$ cat config.mk
export PLATFORM = sky130hd
export DESIGN_NAME = ksa_flat
export DESIGN_NICKNAME = d
export VERILOG_FILES = /design/src/rtl/ksa_if.sv /design/src/rtl/ksa.sv /design/src/flat_wrapper.sv
export SDC_FILE = /design/constraint.sdc
export NUM_CORES = 1
export LEC_CHECK = 0
export ABC_AREA = 0
export ABC_CLOCK_PERIOD_IN_PS = 8450
export CAP_MARGIN = 40
export CORE_MARGIN = 2
export CORE_UTILIZATION = 57
export CTS_CLUSTER_DIAMETER = 120
export DETAILED_ROUTE_END_ITERATION = 10
export GPL_ROUTABILITY_DRIVEN = 0
export PLACE_DENSITY_LB_ADDON = 0.08
export SYNTH_ARGS = -nofsm -noshare
export SYNTH_HDL_FRONTEND = slang
export SYNTH_SLANG_ARGS = --single-unit
export TNS_END_PERCENT = 10
$ cat constraint.sdc
create_clock -name clk -period 8.45 [get_ports clk]
set_clock_uncertainty 0.1 [all_clocks]
set_input_delay 0.845 -clock clk [delete_from_list [all_inputs] [get_ports clk]]
set_output_delay 0.845 -clock clk [all_outputs]
set_load 0.01 [all_outputs]
$ cat src/rtl/ksa_if.sv
// ksa_if: en/rdy start handshake plus the single-port S memory bus used by
// the ARC4 key-scheduling stage.
//
// Handshake: a start is accepted on a posedge where rdy=1 and en=1, and key
// is captured on that same edge. en while rdy=0 is ignored. rdy stays low
// from the accepting edge until the stage has finished and is idle again.
//
// Memory bus: one access per cycle. s_wren=1 writes s_wrdata to s_addr on the
// posedge. A read presents s_addr and s_rddata is valid one cycle later.
interface ksa_if #(
  parameter int KEY_BYTES = 3
);
  logic                   en;
  logic                   rdy;
  logic [8*KEY_BYTES-1:0] key;
  logic [7:0]             s_addr;
  logic [7:0]             s_rddata;
  logic [7:0]             s_wrdata;
  logic                   s_wren;

  // The key-scheduling stage: drives the memory bus and rdy
  modport master (
    input  en, key, s_rddata,
    output rdy, s_addr, s_wrdata, s_wren
  );

  // The environment: requests a run and owns the S memory
  modport slave (
    output en, key, s_rddata,
    input  rdy, s_addr, s_wrdata, s_wren
  );
endinterface

$ cat src/rtl/ksa.sv
// ksa: ARC4 key-scheduling stage. Permutes the shared 256x8 S memory with the
// captured key: for i=0..255 { j += S[i] + key[i mod KEY_BYTES]; swap S[i],S[j] }.
// Each iteration takes 8 cycles: RD_I, LT_I, CALC, RD_J, LT_J, WR_I, WR_J, NEXT.
// Key byte 0 is the most significant byte of key.
//
// Optional feature macro INIT_FILL_EN: when defined, S[a]=a is written for
// a=0..255 (FILL state) before the schedule starts. When undefined, S must
// already hold the identity permutation when en is accepted.
//
// o_dbg_state exposes the current state encoding for observation.
module ksa #(
  parameter int KEY_BYTES = 3
) (
  input  logic       clk,
  input  logic       rst_n,
  ksa_if.master      bus,
  output logic [3:0] o_dbg_state
);

  localparam int KW = (KEY_BYTES > 1) ? $clog2(KEY_BYTES) : 1;

  typedef enum logic [3:0] {
    S_IDLE = 4'd0,
    S_FILL = 4'd1,
    S_RD_I = 4'd2,
    S_LT_I = 4'd3,
    S_CALC = 4'd4,
    S_RD_J = 4'd5,
    S_LT_J = 4'd6,
    S_WR_I = 4'd7,
    S_WR_J = 4'd8,
    S_NEXT = 4'd9,
    S_DONE = 4'd10
  } state_t;

  state_t                 r_state;
  logic                   r_rdy;
  logic [7:0]             r_i;
  logic [7:0]             r_j;
  logic [7:0]             r_si;
  logic [7:0]             r_sj;
  logic [8*KEY_BYTES-1:0] r_key;
  logic [KW-1:0]          r_kidx;
  logic [7:0]             w_key_byte;

  // Select key byte (i mod KEY_BYTES); byte 0 sits in the top bits of the key
  always_comb begin
    w_key_byte = 8'd0;
    for (int k = 0; k < KEY_BYTES; k++) begin
      if (r_kidx == KW'(k)) w_key_byte = r_key[8*(KEY_BYTES-1-k) +: 8];
    end
  end

  // Memory bus is decoded from the state; idle states leave the bus at zero
  always_comb begin
    bus.s_addr   = 8'd0;
    bus.s_wrdata = 8'd0;
    bus.s_wren   = 1'b0;
    case (r_state)
      S_FILL: begin
        bus.s_addr   = r_i;
        bus.s_wrdata = r_i;
        bus.s_wren   = 1'b1;
      end
      S_RD_I: bus.s_addr = r_i;
      S_RD_J: bus.s_addr = r_j;
      S_WR_I: begin
        bus.s_addr   = r_i;
        bus.s_wrdata = r_sj;
        bus.s_wren   = 1'b1;
      end
      S_WR_J: begin
        bus.s_addr   = r_j;
        bus.s_wrdata = r_si;
        bus.s_wren   = 1'b1;
      end
      default: ;
    endcase
  end

  assign bus.rdy     = r_rdy;
  assign o_dbg_state = r_state;

  // Control FSM with the i/j indices, latched S values and captured key
  always_ff @(posedge clk) begin
    if (!rst_n) begin
      r_state <= S_IDLE;
      r_rdy   <= 1'b1;
      r_i     <= 8'd0;
      r_j     <= 8'd0;
      r_si    <= 8'd0;
      r_sj    <= 8'd0;
      r_key   <= '0;
      r_kidx  <= '0;
    end else begin
      case (r_state)
        S_IDLE: begin
          if (r_rdy && bus.en) begin
            r_key  <= bus.key;
            r_i    <= 8'd0;
            r_j    <= 8'd0;
            r_kidx <= '0;
            r_rdy  <= 1'b0;
`ifdef INIT_FILL_EN
            r_state <= S_FILL;
`else
            r_state <= S_RD_I;
`endif
          end
        end
`ifdef INIT_FILL_EN
        S_FILL: begin
          // i doubles as the fill address and wraps back to 0 for the schedule
          r_i <= r_i + 8'd1;
          if (r_i == 8'hFF) r_state <= S_RD_I;
        end
`endif
        S_RD_I: r_state <= S_LT_I;
        S_LT_I: begin
          r_si    <= bus.s_rddata;
          r_state <= S_CALC;
        end
        S_CALC: begin
          r_j     <= r_j + r_si + w_key_byte;
          r_state <= S_RD_J;
        end
        S_RD_J: r_state <= S_LT_J;
        S_LT_J: begin
          r_sj    <= bus.s_rddata;
          r_state <= S_WR_I;
        end
        S_WR_I: r_state <= S_WR_J;
        S_WR_J: r_state <= S_NEXT;
        S_NEXT: begin
          r_i    <= r_i + 8'd1;
          r_kidx <= (r_kidx == KW'(KEY_BYTES-1)) ? '0 : r_kidx + KW'(1);
          r_state <= (r_i == 8'hFF) ? S_DONE : S_RD_I;
        end
        S_DONE: begin
          r_rdy   <= 1'b1;
          r_state <= S_IDLE;
        end
        default: begin
          r_rdy   <= 1'b1;
          r_state <= S_IDLE;
        end
      endcase
    end
  end

endmodule

$ cat src/flat_wrapper.sv
// flat-port wrapper written by rule: the top's interface ports become plain ports
module ksa_flat 
#(
  parameter int KEY_BYTES = 3
)
  (clk, rst_n, o_dbg_state, bus_en, bus_key, bus_s_rddata, bus_rdy, bus_s_addr, bus_s_wrdata, bus_s_wren);
  ksa_if #(.KEY_BYTES(KEY_BYTES)) bus_i ();
  input  logic clk;
  input  logic rst_n;
  output logic [3:0] o_dbg_state;
  input wire logic [$bits(bus_i.en)-1:0] bus_en;
  input wire logic [$bits(bus_i.key)-1:0] bus_key;
  input wire logic [$bits(bus_i.s_rddata)-1:0] bus_s_rddata;
  output wire logic [$bits(bus_i.rdy)-1:0] bus_rdy;
  output wire logic [$bits(bus_i.s_addr)-1:0] bus_s_addr;
  output wire logic [$bits(bus_i.s_wrdata)-1:0] bus_s_wrdata;
  output wire logic [$bits(bus_i.s_wren)-1:0] bus_s_wren;
  assign bus_i.en = bus_en;
  assign bus_i.key = bus_key;
  assign bus_i.s_rddata = bus_s_rddata;
  assign bus_rdy = bus_i.rdy;
  assign bus_s_addr = bus_i.s_addr;
  assign bus_s_wrdata = bus_i.s_wrdata;
  assign bus_s_wren = bus_i.s_wren;
  ksa #(.KEY_BYTES(KEY_BYTES)) u_core (.clk(clk), .rst_n(rst_n), .bus(bus_i), .o_dbg_state(o_dbg_state));
endmodule
# --- After elaboration in Yosys (flattened, before gate mapping) ---
# Cells that the tools add are included.
# Widths: inputs -> output; s select.
op_classes:
  n_div: 0
  eq_ne: 13
  bitwise: 1
  n_shift: 0
  muxes: 17
  n_addsub: 4
  magnitude_cmp: 0
  reduce_logical: 13
  multipliers: 0
ops:
  columns: ["operator", "count"]
  rows:
  - ["$pmux 8 s2", 3]
  - ["$pmux 4 s9", 1]
  - ["$mux 8", 4]
  - ["$pmux 8 s3", 1]
  - ["$add 8x8->8", 2]
  - ["$eq 4x3->1 const B", 4]
  - ["$add 8x1->8 const B", 1]
  - ["$eq 4x2->1 const B", 2]
  - ["$eq 4x4->1 const B", 2]
  - ["$eq 8x8->1 const B", 1]
  - ["$mux 4", 2]
  - ["$reduce_and 2->1", 4]
  - ["$reduce_or 8->1", 1]
  - ["$reduce_or 3->1", 2]
  - ["$eq 4x1->1 const B", 1]
  - ["$logic_not 4->1", 1]
  - ["$mux 2", 2]
  - ["$pmux 2 s2", 1]
  - ["$reduce_bool 2->1", 2]
  - ["$add 2x1->2 const B", 1]
  - ["$eq 2x1->1 const B", 1]
  - ["$eq 2x2->1 const B", 1]
  - ["$logic_not 2->1", 1]
  - ["$mux 1", 2]
  - ["other kinds (5)", 5]
totals:
  mem_count: 0
  mem_bits_ro: 0
  mem_bits_rw: 0
  input_bits: 35
  word_cells: 56
  latch_bits: 0
  out_inout_bits: 22
  register_bits: 63

# --- Depth between registers and ports, before layout ---
# Gate-level depths: netlist of the first run.
depth:
  ltp_word: 6
  depth_mapped: 13
  mapped_depth_nobuf: 12

# --- Least setup slack after synthesis of the first run ---
# No wires, ideal clock.
synth_timing:
  path_kind: "register to register"
  from: "register u_core.r_kidx[1]"
  to: "register u_core.r_j[7]"
  slack_ps: 5239
  n_path_buf: 2
  arrival_ps: 3028
  setup_ps: 83
  path_stages_with_launch: 14
  synth_period_minus_slack_ps: 3211
  path_cell_list: "dfxtp_1 clkbuf_1 clkbuf_1 o22a_1 fa_1 inv_1 ha_1 inv_1 fa_1 nor2b_1 o31a_1 nor3_1 or4_1 o221ai_1"
synth_via:
  elab_chain_cells: 6
synth_rtl:
  columns: ["item", "line_no", "source"]
  rows:
  - ["start, declared", "ksa.sv:43", "logic [KW-1:0] r_kidx;"]
  - ["start signal, assigned", "ksa.sv:136", "r_kidx <= (r_kidx == KW'(KEY_BYTES-1)) ? '0 : r_kidx + KW'(1);"]
  - ["$logic_not 2->1", "ksa.sv:50", "if (r_kidx == KW'(k)) w_key_byte = r_key[8*(KEY_BYTES-1-k) +: 8];"]
  - ["$mux 8 (2 in a row)", "ksa.sv:50", null]
  - ["$mux 8 *", "ksa.sv:50", null]
  - ["$add 8x8->8 *", "ksa.sv:124", "r_j <= r_j + r_si + w_key_byte;"]
  - ["$pmux 8 s2 *", "ksa.sv:96", "case (r_state)"]
  - ["end signal, assigned", "ksa.sv:124", null]
  - ["end, declared", "ksa.sv:39", "logic [7:0] r_j;"]
# Every way passes the cells marked *; elsewhere a longest branch is shown, timed or not.
# A chain may end at the register's enable or synchronous reset.

# --- Final worst setup path of the first run ---
layout_timing:
  from: "register u_core.r_state[2], in the netlist u_core.o_dbg_state[2]"
  to: "output port bus_s_addr[2]"
layout_via:
  elab_chain_cells: 3
layout_rtl:
  columns: ["item", "line_no", "source"]
  rows:
  - ["start, declared", "ksa.sv:36", "state_t r_state;"]
  - ["start signal, assigned", "ksa.sv:137", "r_state <= (r_i == 8'hFF) ? S_DONE : S_RD_I;"]
  - ["$eq 4x1->1 (tied with other cells)", "ksa.sv:59", "case (r_state)"]
  - ["$reduce_or 3->1 (no source line) / $reduce_or 2->1 (equally long branches)", null, null]
  - ["$pmux 8 s2 *", "ksa.sv:59", null]
  - ["end, declared", "flat_wrapper.sv:15", "output wire logic [$bits(bus_i.s_addr)-1:0] bus_s_addr;"]
# Marks and branches as above.

==> results of run 1 <==
==> cells in the mapped netlist, types with 8 or more instances <==
library cell / n
sky130_fd_sc_hd__nand2_1: 109
sky130_fd_sc_hd__dfxtp_1: 63
sky130_fd_sc_hd__a21oi_1: 51
sky130_fd_sc_hd__nor2_1: 39
sky130_fd_sc_hd__inv_1: 29
sky130_fd_sc_hd__clkbuf_1: 19
sky130_fd_sc_hd__a22oi_1: 16
sky130_fd_sc_hd__o21ai_0: 16
sky130_fd_sc_hd__nand3_1: 12
sky130_fd_sc_hd__mux2i_1: 9
sky130_fd_sc_hd__nor3_1: 9
sky130_fd_sc_hd__fa_1: 8
==> power by group through the flow <==
| stage | registers, W | logic [W] | clock network [W] |
|---|---|---|---|
| 6_report | 0.000325 | 0.000116 | 0.000276 |
| 5_1_grt | 0.000327 | 0.000128 | 0.000295 |
| 4_1_cts | 0.000325 | 0.000116 | 0.000279 |
| 3_5_place_dp | 0.000331 | 0.000115 | 0 |
| 3_3_place_gp | 0.000331 | 0.000110 | 0 |
| 2_1_floorplan | 0.000327 | 0.0000765 | 0 |
==> logic make-up (layout without fill, tap and decap cells) <==
group | Yosys count | count (layout) | synth area share
fa+ha+maj | 15 | 15 | 0.0728
mux | 10 | 10 | 0.0298
xor+xnor | 7 | 7 | 0.0180
simple gates | 188 | 188 | 0.238
buf+inv | 56 | 107 | 0.0699
compound gates | 113 | 113 | 0.201
flops | 63 | 63 | 0.371
==> routing by layer <==
metal  wire length, um  part of all wire
met4               280             0.032
met1              3890              0.44
met5                 0                 0
met3               597             0.068
met2              3990              0.46
==> flip-flops by register name (all words and copies together), names as in the netlist <==
register	flops
u_core.r_si	8
u_core.r_i	8
u_core.bus.rdy	1
u_core.r_j	8
u_core.r_sj	8
u_core.r_key	24
u_core.r_kidx	2
u_core.o_dbg_state	4
==> path summary, 6_finish.rpt <==
path,cells after the start,start,endpoint
setup reg to reg,12,u_core.r_kidx[0]$_SDFFE_PN0P_,u_core.r_j[7]$_SDFFE_PN0P_
hold reg to reg,2,u_core.r_key[8]$_SDFFE_PN0P_,u_core.r_key[8]$_SDFFE_PN0P_
hold / removal,2,u_core.r_key[8]$_SDFFE_PN0P_,u_core.r_key[8]$_SDFFE_PN0P_
setup / recovery,5,u_core.o_dbg_state[2]$_SDFFE_PN0N_,bus_s_addr[2]
==> critical path: cells and delay by family, from the launching register on <==
kind / cells / cell delay [ps]
AOI/OAI and AO/OA: 3 / 1060
DFF: 1 / 450
and+or+nand+nor: 1 / 360
buffers and inverters: 1 / 590
==> cell type report <==
type	instances	area (sq um)	area share
inverters	30	113	0.0269
clock buffers	13	169	0.0403
flip-flops and latches	63	1260	0.301
well taps	75	93.8	0.0224
repair buffers	61	608	0.145
multi-input cells	333	1900	0.454
clock inverters	3	40.0	0.00956
==> per-stage QoR <==
step           utilization  instances  hold WS [ps]  setup WS (ps)  total power (W)
5_1_grt              0.716        578           381           4550         0.000750
6_report             0.716        578           357           4700         0.000717
3_5_place_dp         0.680        562           348           4890         0.000447
3_3_place_gp         0.675        559           343           5010         0.000442
4_1_cts              0.716        578           357           4710         0.000720
2_1_floorplan            -        452           336           5240         0.000404
==> results.md, run 1 <==
Outcome:
- The flow ran to the end, and the final reports show no timing, DRC or antenna violations.

Critical path:
- The data required time at the worst endpoint is 7510 ps.
- The setup slack of the worst register-to-register path is ~4800 ps.
- In this run the worst path has a maximum fanout of 12.
- The worst setup path is launched from a flop.
- On the worst path, the slowest cell contributes a delay of 610 ps.
- Data arrives at the worst endpoint at 2800 ps.
- Walking the worst path, the cells encountered are or2_1 -> o22ai_1 -> a22oi_1 -> o21ai_0 -> clkdlybuf4s50_1.
- The cell with the biggest individual delay on the critical path is sky130_fd_sc_hd__o22ai_1.
- The critical path capture point type is a primary output.
- The critical path is of the flop to primary output type.

Job:
- The count of maximum capacitance violations is 0.

Timing:
- The achievable clock frequency is 267 MHz.
- The shortest period the worst path allows is 3750 ps.
- The max-slew violation count is 0.
- Of the available clock period, the critical path in the final layout requires 0.444.
- For the pin with the worst max-slew slack, the measured transition is 825 ps.
- Setup violations remaining at the end of the flow were counted as 0.
- The count of final hold-check violations was 0.
- Setup repair after global routing left no endpoint under its margin.
- The headroom to the max-slew limit is 0.446.
- After routing, the total negative slack on setup checks comes to 0 ps.

Yosys:
- After synthesis the netlist holds a flip-flop and latch count of 63.
- The synthesized design contains 0 enable-type register cells.
- During synthesis, Yosys emitted a total of 0 warnings.
- The gate count after technology mapping is between 400 and 500.
- The share of synthesized area in the top cell type comes to 0.371.
- After synthesis the cells add up to 3400 sq um.
- In the synthesized netlist the dominant register cell turns out to be sky130_fd_sc_hd__dfxtp_1.
- The net count after synthesis is 502.
- In the post-synthesis netlist, the biggest area contributors are sky130_fd_sc_hd__dfxtp_1 (37%), sky130_fd_sc_hd__nand2_1 (12%), sky130_fd_sc_hd__a21oi_1 (7.5%).
- A synthesized cell averages approximately 7.5 sq um.
- The share of synthesized registers carrying an async set or reset is 0.
- The synthesized design spends more area on one cell type than any other, namely sky130_fd_sc_hd__dfxtp_1.
- In this run, distinct cell masters in the synthesized netlist total between 40 and 50.
- The share of the Yosys chip area taken by registers is 0.371.

Power:
- The share of total power dissipated in sequential elements is 0.453.
- The net load switching power is about 0.00020 W.
- The maximum vdd drop is around 0.00011 V.
- Power spread over the standard cell area amounts to 171 nW/um^2.
- Of the total power, the share spent switching nets is 0.274.
- The relative contribution of combinational cells to total power is 0.161.
- Cell internal power was estimated by the tool at 0.000520 W.
- The leakage power of the design is 1.54 nW.
- The share of total power dissipated in the clock network is 0.385.

Place:
- The number of input and output port buffers inserted is 56.
- The HPWL reported at the end of detailed placement is ~6.3 mm.
- The cell area after placement is a little under 4000 sq um.

Final layout:
- The net count of the finished layout is about 550.
- In the layout the commonest cells are sky130_fd_sc_hd__nand2_1 (109), sky130_fd_sc_hd__dfxtp_1 (63), sky130_fd_sc_hd__clkdlybuf4s50_1 (56), sky130_fd_sc_hd__a21oi_1 (51), sky130_fd_sc_hd__nor2_1 (39).
- The leading cell type in the layout, fill and taps excluded is sky130_fd_sc_hd__nand2_1.
- The fraction of layout instances using a drive strength above 1 is 0.0477.
- The area growth from synthesis to layout is 23.1%.
- The final cell area excluding filler cells is approximately 4200 sq um.
- The number of antenna diodes in the final layout is 0.
- The number of filler instances in the final layout is around 490.

CTS:
- The number of CTS-inserted buffers is 9.
- The number of setup buffers added after CTS is 0.
- In this run the deepest clock path goes through 2 buffers.
- The clock network latency to the later pin of the worst-skew pair is 350 ps.
- For this design, the CTS-stage hold fixing added 0 buffers.
- The maximum level of the CTS H-tree is 3.
- Clock tree synthesis found a total of 63 sinks.
- The root buffer selected by CTS is sky130_fd_sc_hd__clkbuf_8.
- After clock tree synthesis, the clock-pin slew on the worst setup and hold paths is 70 ps.
- The post-cts gate resize count is 0.
- The CTS tree is built.

Route:
- The first-pass iteration count of the detailed router is 5.
- The DRC violation count after routing is 0.
- The final layout contains routed wiring with a total length of 8.76 mm.
- The remaining number of nets flagged by the antenna check after routing is 0.
- Dividing the detail-routed wire length by the instance count gives 15.2 um.
- The overall via count from detail_route is 3363.
- Using the TritonRoute via totals, the vias-per-cell ratio works out to 5.82.
- The violation count after the first detailed-routing iteration is 287.

Global routing:
- The layer flagged by global routing as most heavily used is met2.
- Across every metal layer, demand over resource in global routing totals 0.290.
- The met2 track demand over resource is 0.449.
- Entering global routing, the biggest net connects 35 pins.
- The global-route met3 utilization is 0.0833.
- The initial antenna violation count is 0.
- In the global route stage, met1 resource usage came out at 0.377.
- The first-pass GRT wire length is 14.3 mm.
- The number of global-route vias before repair is 3049.
- The total overflow left after global routing is 0.

Die:
- The initial cell density of the core is 0.581.
- In this run the standard cell core region covers a little under 6000 sq um.
- The floorplan step set the die width to 81.3 um.
- The vertical die dimension is 81.3 um.
- The site row count is 28.
- The count of pins on the block boundary is 57.
- The area of the die is 6600 sq um.

Worst hold path:
- The worst hold path class is flop to flop.
(Power assumes the default switching activity.)
==> inputs of run 2 (changes only) <==
ABC_CLOCK_PERIOD_IN_PS = 3690   (was 8450)
CORE_UTILIZATION = 53   (was 57)
clock period = 3.69 ns   (was 8.45 ns; I/O delays follow)
==> run 2 against run 1 <==
Net effect:
- sequential share of layout area fell by 0.20 points
- setup slack got worse by 4400 ps
- clock power rose by 150%
- non-clock buffer count rose by 3
- cell area rose by 0.66%
- cell count rose by 0.87%
- core utilization fell by 4.4 points
- combinational power rose by 130%
- critical path type is now flop to flop
==> results.md, run 2 (synthesis results as in run 1) <==
Outcome:
- Outcome: completed (unchanged).

Critical path:
- The largest fanout of any net on the critical path is 19 (was 12).
- The worst endpoint data arrival time is 3540 ps (was 2800 ps).
- The type of element launching the critical path is a flop (unchanged).
- The origin of the critical flop-to-flop path is u_core.r_kidx[1]$_SDFFE_PN0P_ (was u_core.r_kidx[0]$_SDFFE_PN0P_).
- The category of the critical setup timing path is flop to flop (was flop to primary output).
- The data required time at the worst endpoint came to 3860 ps (was 7510 ps).
- The launching element of the worst setup path is u_core.r_kidx[1]$_SDFFE_PN0P_ (was u_core.o_dbg_state[2]$_SDFFE_PN0N_).
- The critical path capture point type is a flop (was primary output).

CTS:
- The CTS clock-pin slew for the worst setup and hold paths is 70 ps (about the same).
- The count of hold buffers inserted by post-cts repair is 0 (unchanged).
- The maximum level of the CTS H-tree came to 3 (unchanged).
- The post-CTS setup buffer count is 0 (unchanged).
- The largest buffer count on any clock path was 2 (unchanged).
- The root buffer selected by CTS is sky130_fd_sc_hd__clkbuf_8 (unchanged).
- The total clock sinks was 63 (unchanged).
- The clock network latency to the later pin of the worst-skew pair came to 340 ps (was 350 ps).
- The CTS tree was built (unchanged).
- The post-cts gate resize count was 0 (unchanged).
- The number of CTS-inserted buffers came to 9 (unchanged).

Final layout:
- The register ranked first by flip-flop count is u_core.r_key (unchanged).
- The area growth from synthesis to layout was 23.9% (was 23.1%).
- Most frequent cells in the layout: sky130_fd_sc_hd__nand2_1 (109), sky130_fd_sc_hd__dfxtp_1 (63), sky130_fd_sc_hd__clkdlybuf4s50_1 (56), sky130_fd_sc_hd__a21oi_1 (51), sky130_fd_sc_hd__nor2_1 (39) (unchanged).
- The fraction of layout instances using a drive strength above 1 is 0.0514 (was 0.0477).
- The number of diodes is 0 (unchanged).
- The leading cell type in the layout, fill and taps excluded is sky130_fd_sc_hd__nand2_1 (unchanged).
- The net count of the finished layout is 551 (was 548).
- The number of filler instances in the final layout is 553 (was 485).
- The number of flip-flops under the largest register name is 24 (unchanged).

Power:
- The sequential cell fraction of total power is 0.440 (was 0.453).
- The clock power share is 0.403 (was 0.385).
- The relative contribution of combinational cells to total power is 0.157 (was 0.161).
- The internal portion of total power is 0.00124 W (was 0.000520 W).
- The leakage power of the design is 1.56 nW (was 1.54 nW).
- The switching share of power is 0.264 (was 0.274).
- The net load switching power is 0.000446 W (was 0.000197 W).
- The power density relative to cell area was 401 nW/um^2 (was 171 nW/um^2).
- The final total power is 0.00169 W (was 0.000717 W).
- The maximum vdd drop is 0.000282 V (was 0.000113 V).

Timing:
- The headroom to the max-slew limit was 0.496 (was 0.446).
- The number of endpoints failing setup at the final stage is 0 (unchanged).
- The max-slew violation count is 0 (unchanged).
- Unrepaired setup endpoints after global routing: false (unchanged).
- The post-route fraction of the period consumed by the critical path is 0.915.
- The shortest period the worst path allows is 3380 ps.
- The measured slew at the worst slew-check pin is 755 ps (was 825 ps).
- The final-layout setup total negative slack came to 0 ps (unchanged).
- Timing would allow up to just under 300 MHz.
- The count of final hold-check violations is 0 (unchanged).
- The worst slack on hold paths is 357 ps (about the same).

Place:
- The number of input and output port buffers inserted was 56 (unchanged).
- The HPWL reported at the end of detailed placement was 6.33 mm (was 6.31 mm).

Worst hold path:
- The launch point of the worst hold path was u_core.r_sj[1]$_SDFFE_PN0P_ (was u_core.r_key[8]$_SDFFE_PN0P_).
- The worst hold path class is flop to flop (unchanged).

Route:
- The first-pass iteration count of the detailed router is 5 (unchanged).
- The routed wirelength normalized by instance count is 15.1 um (was 15.2 um).
- The remaining number of nets flagged by the antenna check after routing is 0 (unchanged).
- The violation count after the first detailed-routing iteration is 239 (was 287).
- The per-cell via count in the routed design was 5.63 (was 5.82).
- The DRC violation count after routing was 0 (unchanged).
- The wire length reported by the detailed router is 8.82 mm (was 8.76 mm).
- The overall via count from detail_route is 3285 (was 3363).

Die:
- The initial cell density of the core was 0.542 (was 0.581).
- The vertical die dimension was 84.1 um (was 81.3 um).
- The site row count is 29 (was 28).
- The width of the chip came to 84.1 um (was 81.3 um).
- The count of pins on the block boundary is 57 (unchanged).
- The area inside the core boundary is 6280 sq um (was 5850 sq um).
- The area of the die came to 7080 sq um (was 6600 sq um).

Global routing:
- The number of global-route vias before repair is 3045 (was 3049).
- The first-pass GRT wire length is 14.5 mm (was 14.3 mm).
- The initial antenna violation count is 0 (unchanged).
- The aggregate global routing overflow is 0 (unchanged).
- The total global routing track utilization is 0.257 (was 0.290).
- The largest net degree at the start of global routing is 35 (unchanged).

Job:
- The count of maximum capacitance violations is 0 (unchanged).
[run 2: cell count changes in the layout (fill, tap and decap cells not counted), sizes merged]
cell,previous run,this run
buf,5,8
bufinv,1,2
clkinv,2,1
[run 2: routing by layer]
metal  vias up  track usage  wire (um)
li1       1638            -          -
met1      1529        0.355       4080
met2       106        0.400       4100
met3        12       0.0455        487
met4         0        0.104        152
met5         -            0          0
[run 2: path summary, 6_finish.rpt]
| check | end | slack, ps | cells past startpoint |
|---|---|---|---|
| min | u_core.r_sj[1]$_SDFFE_PN0P_ | 360 | 2 |
| max | u_core.r_j[7]$_SDFFE_PN0P_ | 310 | 12 |
| max reg2reg | u_core.r_j[7]$_SDFFE_PN0P_ | 310 | 12 |
| min reg2reg | u_core.r_sj[1]$_SDFFE_PN0P_ | 360 | 2 |
[run 2: layout make-up]
class	instances	area, sq um	share of cell area
repair buffers	64	618	0.147
multi-input cells	333	1900	0.451
inverters	30	113	0.0267
clock buffers	13	159	0.0377
flip-flops and latches	63	1260	0.299
well taps	77	96.3	0.0229
clock inverters	3	65.1	0.0154
[run 2: power groups by stage]
| stage | sequential [W] | clock, W | combinational [W] |
|---|---|---|---|
| CTS | 0.000744 | 0.000688 | 0.000265 |
| detailed placement | 0.000759 | 0 | 0.000263 |
| finish | 0.000744 | 0.000681 | 0.000264 |
| global placement | 0.000760 | 0 | 0.000257 |
| global route | 0.000749 | 0.000715 | 0.000294 |
| floorplan | 0.000750 | 0 | 0.000175 |
[run 2: metrics by stage]
| stage | util | std cells | area, sq um | setup WS (ps) |
|---|---|---|---|---|
| after floorplan | - | 452 | 3400 | 479 |
| after global placement | 0.634 | 565 | 3980 | 486 |
| after detailed placement | 0.636 | 567 | 3990 | 371 |
| after CTS | 0.672 | 583 | 4220 | 345 |
| after global routing | 0.672 | 583 | 4220 | 69.9 |
| final | 0.672 | 583 | 4220 | 314 |
[run 2: worst max-delay path, stage by stage, from the launching register on]
cell and delay (ps):
sky130_fd_sc_hd__dfxtp_1 680, sky130_fd_sc_hd__nand2_1 120, sky130_fd_sc_hd__o22a_1 210, sky130_fd_sc_hd__fa_1 430, sky130_fd_sc_hd__inv_1 70, sky130_fd_sc_hd__ha_1 190, sky130_fd_sc_hd__inv_1 70, sky130_fd_sc_hd__fa_1 410
sky130_fd_sc_hd__nor2b_1 170, sky130_fd_sc_hd__o31a_1 160, sky130_fd_sc_hd__nor3_1 60, sky130_fd_sc_hd__or4_1 470, sky130_fd_sc_hd__o221ai_1 160
==> inputs of run 3 (changes only) <==
ABC_CLOCK_PERIOD_IN_PS = 3000   (was 3690)
CORE_UTILIZATION = 48   (was 53)
clock period = 3 ns   (was 3.69 ns; I/O delays follow)
==> run 3 against run 2 <==
Net effect:
- cell area up 1.9%
- maximum frequency up 16%
- wire length up 2.3%
- combinational power rose by 29%
- via count up 0.49%
- cell count up 4.8%
- register-to-register slack got worse by 240 ps
- clock-buffer cell count fell by 2
- setup slack got worse by 240 ps
- core utilization is 4.3 points lower
- highest routed layer unchanged
==> results.md, run 3 (synthesis results as in run 1) <==
Outcome:
- Outcome: completed (unchanged).

Global routing:
- The met2 track demand over resource is 0.350 (was 0.400).
- The total global routing track utilization is 0.243 (was 0.257).
- The largest net degree at the start of global routing is 55 (was 35).
- The aggregate global routing overflow is 0 (unchanged).
- The met1 usage is 0.355 (about the same).
- The global-route met3 utilization is 0.0566 (was 0.0455).
- The initial antenna violation count is 0 (unchanged).
- The number of global-route vias before repair is 2911 (was 3045).
- The first-pass GRT wire length is 14.5 mm (about the same).
- The layer with the highest usage after global routing was met1 (was met2).

Final layout:
- The net count of the finished layout was 561 (was 551).
- Most frequent cells in the layout: sky130_fd_sc_hd__nand2_1 (109), sky130_fd_sc_hd__dfxtp_1 (61), sky130_fd_sc_hd__clkdlybuf4s50_1 (56), sky130_fd_sc_hd__a21oi_1 (51), sky130_fd_sc_hd__nor2_1 (38) (was sky130_fd_sc_hd__nand2_1 (109), sky130_fd_sc_hd__dfxtp_1 (63), sky130_fd_sc_hd__clkdlybuf4s50_1 (56), sky130_fd_sc_hd__a21oi_1 (51), sky130_fd_sc_hd__nor2_1 (39)).
- The fraction of layout instances using a drive strength above 1 is 0.0913 (was 0.0514).
- The number of filler instances in the final layout is 642 (was 553).
- The register ranked first by flip-flop count is u_core.r_key (unchanged).
- The number of diodes is 0 (unchanged).
- The multi-input gate area in the final layout is 1930 sq um (was 1900 sq um).
- The area of all sequential standard cells came to 1270 sq um (was 1260 sq um).
- The number of standard cells in the final layout excluding fillers is 611 (was 583).
- The number of flip-flops under the largest register name is 24 (unchanged).
- The area growth from synthesis to layout is 26.2% (was 23.9%).
- The leading cell type in the layout, fill and taps excluded was sky130_fd_sc_hd__nand2_1 (unchanged).

Timing:
- The slack of the critical path is 79.0 ps (was 314 ps).
- The headroom to the max-slew limit is 0.488 (was 0.496).
- The shortest period the worst path allows came to 2920 ps (was 3380 ps).
- The achievable clock frequency is 342 MHz (was 296 MHz).
- Unrepaired setup endpoints after global routing: true (was false).
- The measured slew at the worst slew-check pin is 762 ps (was 755 ps).
- The number of endpoints failing setup at the final stage is 0 (unchanged).
- The max-slew violation count is 0 (unchanged).
- The post-route fraction of the period consumed by the critical path is 0.974 (was 0.915).
- The count of final hold-check violations is 0 (unchanged).

Place:
- The cell count after placement is 596 (was 567).
- The number of input and output port buffers inserted came to 56 (unchanged).
- The worst slack at placement is -96.5 ps (was 371 ps).
- The HPWL reported at the end of detailed placement came to 6.50 mm (was 6.33 mm).

Power:
- The maximum vdd drop is 0.000302 V (was 0.000282 V).
- The leakage power of the design is 1.59 nW (was 1.56 nW).
- The power density relative to cell area is 442 nW/um^2 (was 401 nW/um^2).

Worst hold path:
- The launch point of the worst hold path is u_core.r_sj[7]$_SDFFE_PN0P_ (was u_core.r_sj[1]$_SDFFE_PN0P_).
- The worst hold path cell count is 2 (unchanged).
- The hold-critical path endpoint is u_core.r_sj[7]$_SDFFE_PN0P_ (was u_core.r_sj[1]$_SDFFE_PN0P_).
- The worst hold path class is flop to flop (unchanged).

Route:
- The per-cell via count in the routed design is 5.40 (was 5.63).
- The overall via count from detail_route is 3301 (was 3285).
- The first-pass iteration count of the detailed router came to 5 (unchanged).
- The violation count after the first detailed-routing iteration was 231 (was 239).
- The remaining number of nets flagged by the antenna check after routing came to 0 (unchanged).
- The DRC violation count after routing was 0 (unchanged).
- The routed wirelength normalized by instance count was 14.8 um (was 15.1 um).
- The wire length reported by the detailed router was 9.02 mm (was 8.82 mm).

Critical path:
- The endpoint of the worst register-to-register path is u_core.r_j[7]$_SDFFE_PN0P_ (unchanged).
- The largest fanout of any net on the critical path is 4 (was 19).
- The type of element launching the critical path is a flop (unchanged).
- The logic depth of the worst register-to-register path is 12 (unchanged).
- The data required time at the worst endpoint came to 3180 ps (was 3860 ps).
- The critical path capture point type is a flop (unchanged).
- The category of the critical setup timing path is flop to flop (unchanged).
- The setup slack of the worst register-to-register path came to 80 ps (was 310 ps).
- The worst endpoint data arrival time is 3100 ps (was 3540 ps).
- The origin of the critical flop-to-flop path is u_core.r_kidx[0]$_SDFFE_PN0P_ (was u_core.r_kidx[1]$_SDFFE_PN0P_).

Die:
- The count of pins on the block boundary is 57 (unchanged).
- The vertical die dimension was 88.2 um (was 84.1 um).
- The area of the die came to 7780 sq um (was 7080 sq um).
- The area inside the core boundary is 6830 sq um (was 6280 sq um).
- The site row count is 30 (was 29).
- The initial cell density of the core is 0.498 (was 0.542).
- The width of the chip came to 88.2 um (was 84.1 um).

CTS:
- The number of CTS-inserted buffers is 9 (unchanged).
- The clock network latency to the later pin of the worst-skew pair is 340 ps (about the same).
- The largest buffer count on any clock path is 2 (unchanged).
- The CTS clock-pin slew for the worst setup and hold paths is 80 ps (was 70 ps).
- The total clock sinks was 63 (unchanged).
- The maximum level of the CTS H-tree is 3 (unchanged).
- The CTS tree is built (unchanged).
- The root buffer selected by CTS is sky130_fd_sc_hd__clkbuf_8 (unchanged).

Job:
- The count of maximum capacitance violations is 0 (unchanged).
## run 3: changes by cell type in the layout (fill, tap and decap cells not counted), moves of 2 or more
cell / delta
sky130_fd_sc_hd__dfxtp_1: -2
sky130_fd_sc_hd__dfxtp_4: +2
sky130_fd_sc_hd__clkinv_2: +2
sky130_fd_sc_hd__bufinv_16: -2
sky130_fd_sc_hd__buf_4: +10
## run 3: stage by stage
step | utilization | hold slack (ps) | TNS, ps | total power, W | area, sq um
after global placement | 0.599 | 343 | -26.6 | 0.00126 | 4100
after floorplan | - | 336 | 0 | 0.00114 | 3420
after CTS | 0.624 | 356 | 0 | 0.00191 | 4270
after detailed placement | 0.599 | 347 | -96.5 | 0.00127 | 4100
after global routing | 0.629 | 379 | -82.3 | 0.00199 | 4290
final | 0.629 | 355 | 0 | 0.00190 | 4290
## run 3: worst max-delay path by stage
stage                                  to  depth (start not counted)                     startpoint  slack (ps)
2_1_floorplan  u_core.r_j[7]$_SDFFE_PN0P_                         13  u_core.r_kidx[1]$_SDFFE_PN0P_          50
3_3_place_gp   u_core.r_j[7]$_SDFFE_PN0P_                         12  u_core.r_kidx[1]$_SDFFE_PN0P_         -30
3_5_place_dp   u_core.r_j[7]$_SDFFE_PN0P_                         12  u_core.r_kidx[1]$_SDFFE_PN0P_        -100
4_1_cts        u_core.r_j[7]$_SDFFE_PN0P_                         12  u_core.r_kidx[1]$_SDFFE_PN0P_           7
5_1_grt        u_core.r_j[7]$_SDFFE_PN0P_                         12  u_core.r_kidx[0]$_SDFFE_PN0P_         -80
6_report       u_core.r_j[7]$_SDFFE_PN0P_                         12  u_core.r_kidx[0]$_SDFFE_PN0P_          80
## run 3: layer usage
metal,part of all wire,vias up
met5,0,-
met1,0.48,1532
met3,0.055,20
met4,0.020,0
li1,-,1653
met2,0.44,96
## run 3: report_power, final
group	total, W	internal, W	switching [W]
Clock	0.000645	0.000314	0.000331
Combinational	0.000340	0.000146	0.000194
Sequential	0.000915	0.000878	0.0000371
## run 3: critical path, cell delays in order (launching register included)
cell and delay [ps]:
sky130_fd_sc_hd__dfxtp_4 370, sky130_fd_sc_hd__mux2i_1 200, sky130_fd_sc_hd__o22a_1 160, sky130_fd_sc_hd__fa_1 400, sky130_fd_sc_hd__inv_1 70, sky130_fd_sc_hd__ha_2 190, sky130_fd_sc_hd__inv_2 40, sky130_fd_sc_hd__fa_2 350
sky130_fd_sc_hd__nor2b_2 140, sky130_fd_sc_hd__o31a_1 170, sky130_fd_sc_hd__nor3_2 60, sky130_fd_sc_hd__or4_4 480, sky130_fd_sc_hd__o221ai_2 150
## run 3: cell type report
class / count / area share
flip-flops and latches: 63 / 0.295
well taps: 96 / 0.0280
repair buffers: 74 / 0.163
clock buffers: 11 / 0.0329
multi-input cells: 333 / 0.449
clock inverters: 4 / 0.00524
inverters: 30 / 0.0262
## run 3: timing repair
action                     4_1_cts  5_1_grt
hold buffers                     0        0
setup endpoints to repair        1       17
setup buffers                    0        0
cloned                           0        0
gates resized for setup          3       10
